## config.mk

```make
export PLATFORM = sky130hd
export DESIGN_NAME = command_arbiter
export DESIGN_NICKNAME = d
export VERILOG_FILES = /design/src/rtl/command_arbiter.sv
export SDC_FILE = /design/constraint.sdc
export NUM_CORES = 1
export LEC_CHECK = 0
export CAP_MARGIN = 25
export CORE_MARGIN = 3
export CORE_UTILIZATION = 55
export CTS_CLUSTER_SIZE = 16
export DETAILED_ROUTE_END_ITERATION = 8
export MAX_ROUTING_LAYER = met4
export PLACE_DENSITY = 0.75
export REMOVE_ABC_BUFFERS = 1
export SETUP_SLACK_MARGIN = 0.4
export SLEW_MARGIN = 20
export SYNTH_ARGS = -nofsm -noshare
export SYNTH_HDL_FRONTEND = slang
export SYNTH_SLANG_ARGS = --single-unit
```

## constraint.sdc

```tcl
create_clock -name clk_in -period 2.4 [get_ports clk_in]
set_clock_uncertainty 0.1 [all_clocks]
set_input_delay 0.48 -clock clk_in [delete_from_list [all_inputs] [get_ports clk_in]]
set_output_delay 0.48 -clock clk_in [all_outputs]
set_load 0.02 [all_outputs]
```

## src/rtl/command_arbiter.sv

```systemverilog
// Per-frame command scheduler: confirms camera gestures/keys over several frames,
// arbitrates button > key > gesture, issues one handshaked command, then cools down.
module command_arbiter #(
  parameter int CONFIRM_FRAMES  = 3,
  parameter int COOLDOWN_FRAMES = 15
) (
  input  logic       clk_in,
  input  logic       rst_in,
  input  logic       frame_tick_in,
  input  logic       gest_valid_in,
  input  logic [1:0] gest_dir_in,
  input  logic       key_valid_in,
  input  logic [1:0] key_in,
  input  logic [3:0] btn_rot_in,
  input  logic       btn_decide_in,
  input  logic       cmd_ready_in,
  output logic       cmd_valid_out,
  output logic [1:0] cmd_out,
  output logic [1:0] cmd_src_out,
  output logic       decide_out,
  output logic [1:0] state_out
);

  localparam int            CW            = $clog2(CONFIRM_FRAMES + 1);
  localparam logic [CW-1:0] CONFIRM_MAX   = CW'(CONFIRM_FRAMES);
  localparam logic [7:0]    COOLDOWN_LOAD = 8'(COOLDOWN_FRAMES);
  localparam int            NSRC          = 2;

  localparam logic [1:0] SRC_NONE = 2'b00;
  localparam logic [1:0] SRC_BTN  = 2'b01;
  localparam logic [1:0] SRC_GEST = 2'b10;
  localparam logic [1:0] SRC_KEY  = 2'b11;

  typedef enum logic [1:0] {
    IDLE     = 2'b00,
    PEND     = 2'b01,
    COOLDOWN = 2'b10
  } state_t;

  state_t     state_reg, state_next;
  logic       valid_reg, valid_next;
  logic [1:0] cmd_reg, cmd_next;
  logic [1:0] src_reg, src_next;
  logic [7:0] cool_reg, cool_next;

  logic       handshake;
  logic       cam_discard;
  logic       cnt_clear;

  assign handshake   = valid_reg & cmd_ready_in;
  assign cam_discard = (state_reg == COOLDOWN);
  assign cnt_clear   = cam_discard | handshake;

  // History registers reset high so a button held through reset never fires.
  logic [3:0] btn_q_reg;
  logic       decide_q_reg;
  logic       decide_reg;
  logic [3:0] btn_rise;
  logic       any_rise;
  logic [1:0] btn_code;

  assign btn_rise = btn_rot_in & ~btn_q_reg;
  assign any_rise = |btn_rise;

  always_comb begin
    btn_code = 2'b11;
    if (btn_rise[3])      btn_code = 2'b00;
    else if (btn_rise[2]) btn_code = 2'b01;
    else if (btn_rise[1]) btn_code = 2'b10;
  end

  always_ff @(posedge clk_in or negedge rst_in) begin
    if (!rst_in) begin
      btn_q_reg    <= 4'hF;
      decide_q_reg <= 1'b1;
      decide_reg   <= 1'b0;
    end else begin
      btn_q_reg    <= btn_rot_in;
      decide_q_reg <= btn_decide_in;
      decide_reg   <= btn_decide_in & ~decide_q_reg;
    end
  end

  // Camera sources: index 0 is gesture, index 1 is key.
  logic [NSRC-1:0]   cam_valid;
  logic [2*NSRC-1:0] cam_code;
  logic [NSRC-1:0]   conf_hit;
  logic [2*NSRC-1:0] cand_upd_flat;

  assign cam_valid = {key_valid_in, gest_valid_in};
  assign cam_code  = {key_in, gest_dir_in};

  for (genvar gi = 0; gi < NSRC; gi++) begin : g_cam
    logic [1:0]    latch_reg, latch_next;
    logic          seen_reg, seen_next;
    logic [1:0]    cand_reg, cand_next, cand_upd;
    logic [CW-1:0] cnt_reg, cnt_next, cnt_upd;
    logic          seen_eff;
    logic [1:0]    code_eff;

    // A pulse coincident with the tick still belongs to the frame now ending.
    assign seen_eff = seen_reg | cam_valid[gi];
    assign code_eff = cam_valid[gi] ? cam_code[gi*2 +: 2] : latch_reg;

    always_comb begin
      cand_upd = cand_reg;
      cnt_upd  = '0;
      if (seen_eff && (code_eff == cand_reg)) begin
        cnt_upd = (cnt_reg == CONFIRM_MAX) ? cnt_reg : cnt_reg + 1'b1;
      end else if (seen_eff) begin
        cand_upd = code_eff;
        cnt_upd  = CW'(1);
      end
    end

    always_comb begin
      latch_next = latch_reg;
      seen_next  = seen_reg;
      cand_next  = cand_reg;
      cnt_next   = cnt_reg;
      if (cam_valid[gi]) begin
        latch_next = cam_code[gi*2 +: 2];
        seen_next  = 1'b1;
      end
      if (frame_tick_in) begin
        seen_next = 1'b0;
        cand_next = cand_upd;
        cnt_next  = cnt_upd;
      end
      if (cam_discard) begin
        latch_next = latch_reg;
        seen_next  = 1'b0;
        cand_next  = cand_reg;
      end
      if (cnt_clear) begin
        cnt_next = '0;
      end
    end

    always_ff @(posedge clk_in or negedge rst_in) begin
      if (!rst_in) begin
        latch_reg <= 2'b00;
        seen_reg  <= 1'b0;
        cand_reg  <= 2'b00;
        cnt_reg   <= '0;
      end else begin
        latch_reg <= latch_next;
        seen_reg  <= seen_next;
        cand_reg  <= cand_next;
        cnt_reg   <= cnt_next;
      end
    end

    assign conf_hit[gi]             = frame_tick_in && (cnt_upd == CONFIRM_MAX);
    assign cand_upd_flat[gi*2 +: 2] = cand_upd;
  end

  always_ff @(posedge clk_in or negedge rst_in) begin
    if (!rst_in) begin
      state_reg <= IDLE;
      valid_reg <= 1'b0;
      cmd_reg   <= 2'b00;
      src_reg   <= SRC_NONE;
      cool_reg  <= 8'd0;
    end else begin
      state_reg <= state_next;
      valid_reg <= valid_next;
      cmd_reg   <= cmd_next;
      src_reg   <= src_next;
      cool_reg  <= cool_next;
    end
  end

  always_comb begin
    state_next = state_reg;
    valid_next = valid_reg;
    cmd_next   = cmd_reg;
    src_next   = src_reg;
    cool_next  = cool_reg;
    case (state_reg)
      IDLE: begin
        if (any_rise) begin
          cmd_next   = btn_code;
          src_next   = SRC_BTN;
          valid_next = 1'b1;
          state_next = PEND;
        end else if (conf_hit[1]) begin
          cmd_next   = cand_upd_flat[3:2];
          src_next   = SRC_KEY;
          valid_next = 1'b1;
          state_next = PEND;
        end else if (conf_hit[0]) begin
          cmd_next   = cand_upd_flat[1:0];
          src_next   = SRC_GEST;
          valid_next = 1'b1;
          state_next = PEND;
        end
      end
      PEND: begin
        if (handshake) begin
          valid_next = 1'b0;
          src_next   = SRC_NONE;
          if (COOLDOWN_LOAD == 8'd0) begin
            state_next = IDLE;
          end else begin
            cool_next  = COOLDOWN_LOAD;
            state_next = COOLDOWN;
          end
        end
      end
      COOLDOWN: begin
        if (frame_tick_in) begin
          cool_next = cool_reg - 8'd1;
          if (cool_reg <= 8'd1) state_next = IDLE;
        end
      end
      default: begin
        state_next = IDLE;
        valid_next = 1'b0;
        src_next   = SRC_NONE;
      end
    endcase
  end

  assign cmd_valid_out = valid_reg;
  assign cmd_out       = cmd_reg;
  assign cmd_src_out   = src_reg;
  assign decide_out    = decide_reg;
  assign state_out     = state_reg;

endmodule
```

==> flow_metrics.tcl <==
set metrics [dict create \
    outcome "finished clean" \
    clkPwrFrac_pct 15.0 \
    p_leak_nw 0.990 \
    cts_root_buf "clkbuf_4" \
    grt_pass1_vias 1548 \
    drtAntennaViolNets 0 \
    clk_pin_slew_ns 0.11 \
    synth_top_cell_area_share_pct 40.8 \
    largest_reg_flops 8 \
    rsz0062_at_grt "true" \
    gp_congestion 0.875 \
    period_needed_ns 2.07 \
    path_class "flop to flop" \
    relSlewSlack_pct 68.9 \
    clk_latency_ns 0.34 \
    p_switching_mw 0.820 \
    cts_num_sinks 35 \
    postPlaceCellArea_um2 2180 \
    drt_iter0_drc 71 \
    synth_seq_cells 35 \
    dieArea_um2 4070 \
    tns_ns 0 \
    coreArea_um2 3130 \
    die_width_um 63.8 \
    place_ws_ns -0.317 \
    wl_per_cell_um 16.4 \
    drc 0 \
    p_per_area_nw_per_um2 901 \
    netlist_area_um2 1840 \
    cap_violations 0 \
    drv_slew 0 \
    start_kind "flop" \
    drive_gt1_share_pct 24.1 \
    post-route-period-util_pct 86.4 \
    h-tree-depth 2 \
    arrival_ns 2.22 \
    ys_types 51 \
    hold_violations 0 \
    ios 23 \
    antenna_cells 0 \
    synthTopCellsByArea "dfrtp_1 (41%), dfstp_2 (7.1%), xnor2_1 (3.8%), mux2_2 (3.7%), nand2_1 (3.3%)" \
    ys_warn_count 0 \
    antenna_found_initial 0 \
    cts_inserted_buffers 5 \
    finalSetupViolCount 0 \
    irDropWorstVdd_mv 0.580 \
    syn2layout_area_growth_pct 27.6 \
    combPwrFrac_pct 41.6 \
    first_pass_iters 4 \
    end_kind "flop" \
    syn_avg_cell_area_um2 10.1 \
    synth_most_common_cell "dfrtp_1" \
    hpwl_um 2960 \
    max_freq_mhz 482 \
    synth_edf_count 0 \
    die_y_um 63.8 \
    fin_nets 236 \
    grt_pass1_wl_um 7230 \
    tritoncts "yes" \
    seq_area_frac_synth_pct 48.0 \
    netSwitchingFraction_pct 38.8 \
    synth_top_area_cell "dfrtp_1" \
    seqPwrFrac_pct 43.4 \
    grt_max_degree 36 \
    ys_async_sr_fraction_pct 100 \
    vias 1547 \
    hp-class "primary input to flop" \
    internal_power_mw 1.29 \
    synth_flop_cell "dfrtp_1" \
    layout_setup_ws_ns 0.326 \
    synth_common_cells "dfrtp_1 (30), nand2_1 (16), nor3_1 (11)" \
    postSynthCellCount 183 \
    via_per_inst 5.86 \
    clockBufferDepth 2 \
    crit_required_ns 2.54 \
    fin_area_um2 2350 \
    start_util_pct 58.8 \
    grt_use_total_pct 23.5 \
    fin_util_pct 75.0 \
    grt_overflow 0 \
    portBuffers 22 \
    tightest_slew_ns 0.465 \
    p_total_mw 2.11 \
    wl_um 4320 \
    cts_hold_buf 0 \
    rows 20 \
    worst-path-max-fanout 3 \
]
## per-stage QoR
step | instances | hold slack [ns]
global route | 264 | 0.412
detailed placement | 255 | 0.386
global placement | 255 | 0.369
finish | 264 | 0.398
CTS | 264 | 0.410
floorplan | 174 | 0.0844
## repair_timing
item | CTS | global route
gates cloned | 0 | 0
setup endpoints to repair | 10 | 12
buffers inserted | 1 | 0
pin swaps | 5 | 4
resized for setup | 17 | 12
## metal layers
metal	up-vias	wire length (um)	GRT usage (%)
met5	-	0	-
met2	52	2130	37.3
li1	731	-	-
met3	14	238	7.21
met1	750	1840	27.9
met4	0	115	9.16
## critical path: stages, from the launching register on
cell      delay [ns]
dfrtp_1         0.40
or3b_1          0.38
a32o_1          0.24
buf_4           0.16
o31ai_2         0.28
a311oi_2        0.13
mux2_4          0.28
## power by group through the flow
| stage | registers [mW] | logic, mW | clock network [mW] |
|---|---|---|---|
| global route | 0.944 | 0.951 | 0.345 |
| global placement | 0.898 | 0.767 | 0 |
| detailed placement | 0.911 | 0.803 | 0 |
| finish | 0.916 | 0.879 | 0.318 |
| floorplan | 0.935 | 0.424 | 0 |
| CTS | 0.907 | 0.845 | 0.317 |
## worst paths after layout
kind / start / end / slack [ns] / depth (start not counted)
max: g_cam[1].latch_reg[1]$_DFFE_PN0N_ / cmd_out[1]$_DFFE_PN0P_ / 0.33 / 6
min: key_in[0] / g_cam[1].latch_reg[0]$_DFFE_PN0N_ / 0.40 / 3
max reg2reg: g_cam[1].latch_reg[1]$_DFFE_PN0N_ / cmd_out[1]$_DFFE_PN0P_ / 0.33 / 6
min reg2reg: decide_q_reg$_DFF_PN1_ / decide_out$_DFF_PN0_ / 0.40 / 1
max in group asynchronous: rst_in / btn_q_reg[1]$_DFF_PN1_ / 1.42 / 2
min in group asynchronous: rst_in / g_cam[1].latch_reg[0]$_DFFE_PN0N_ / 0.44 / 2
## layout by cell type (no fill, tap or decap), types with 2 or more instances in the layout
cell | synthesis | routed
dfrtp_1 | 30 | 28
nand2_1 | 16 | 16
clkdlybuf4s50_1 | 0 | 16
buf_4 | 1 | 15
nor2_1 | 10 | 10
a21oi_1 | 9 | 9
o21ai_0 | 10 | 8
nor3_1 | 11 | 8
xnor2_1 | 8 | 7
inv_1 | 6 | 6
mux2_2 | 6 | 6
o211ai_1 | 5 | 5
dfstp_2 | 5 | 5
clkbuf_4 | 0 | 5
nor2b_1 | 4 | 4
dlygate4sd2_1 | 0 | 4
and2b_2 | 3 | 3
mux2i_1 | 4 | 3
nand2b_1 | 4 | 3
nand3b_1 | 2 | 2
o21a_1 | 2 | 2
and2b_1 | 2 | 2
a22oi_1 | 2 | 2
nor3_2 | 0 | 2
nor3b_1 | 3 | 2
nor4_2 | 0 | 2
o41ai_1 | 2 | 2
a211oi_1 | 2 | 2
ha_1 | 2 | 2
clkbuf_1 | 5 | 2
dlymetal6s2s_1 | 0 | 2
dfrtp_2 | 0 | 2
## cells by family (layout without fill, tap and decap cells)
family                   Yosys count  after routing  share of synthesized area (%)
AO/OA/AOI/OAI                     43             43                           15.6
adder cells (fa/ha/maj)            2              2                           1.36
XOR/XNOR                           9              9                           4.29
buffers and inverters             15             52                           3.74
flip-flops                        35             35                           48.0
AND/OR/NAND/NOR                   68             68                           20.5
multiplexers                      11             11                           6.46
## layout make-up
| type | instances | area [um2] |
|---|---|---|
| flip-flops and latches | 35 | 885 |
| multi-input cells | 133 | 990 |
| well taps | 44 | 55.1 |
| inverters | 6 | 22.5 |
| repair buffers | 38 | 344 |
| clock inverters | 1 | 5.00 |
| fillers | 247 | 782 |
| clock buffers | 7 | 45.0 |
Power figures use the tool's default switching activity.
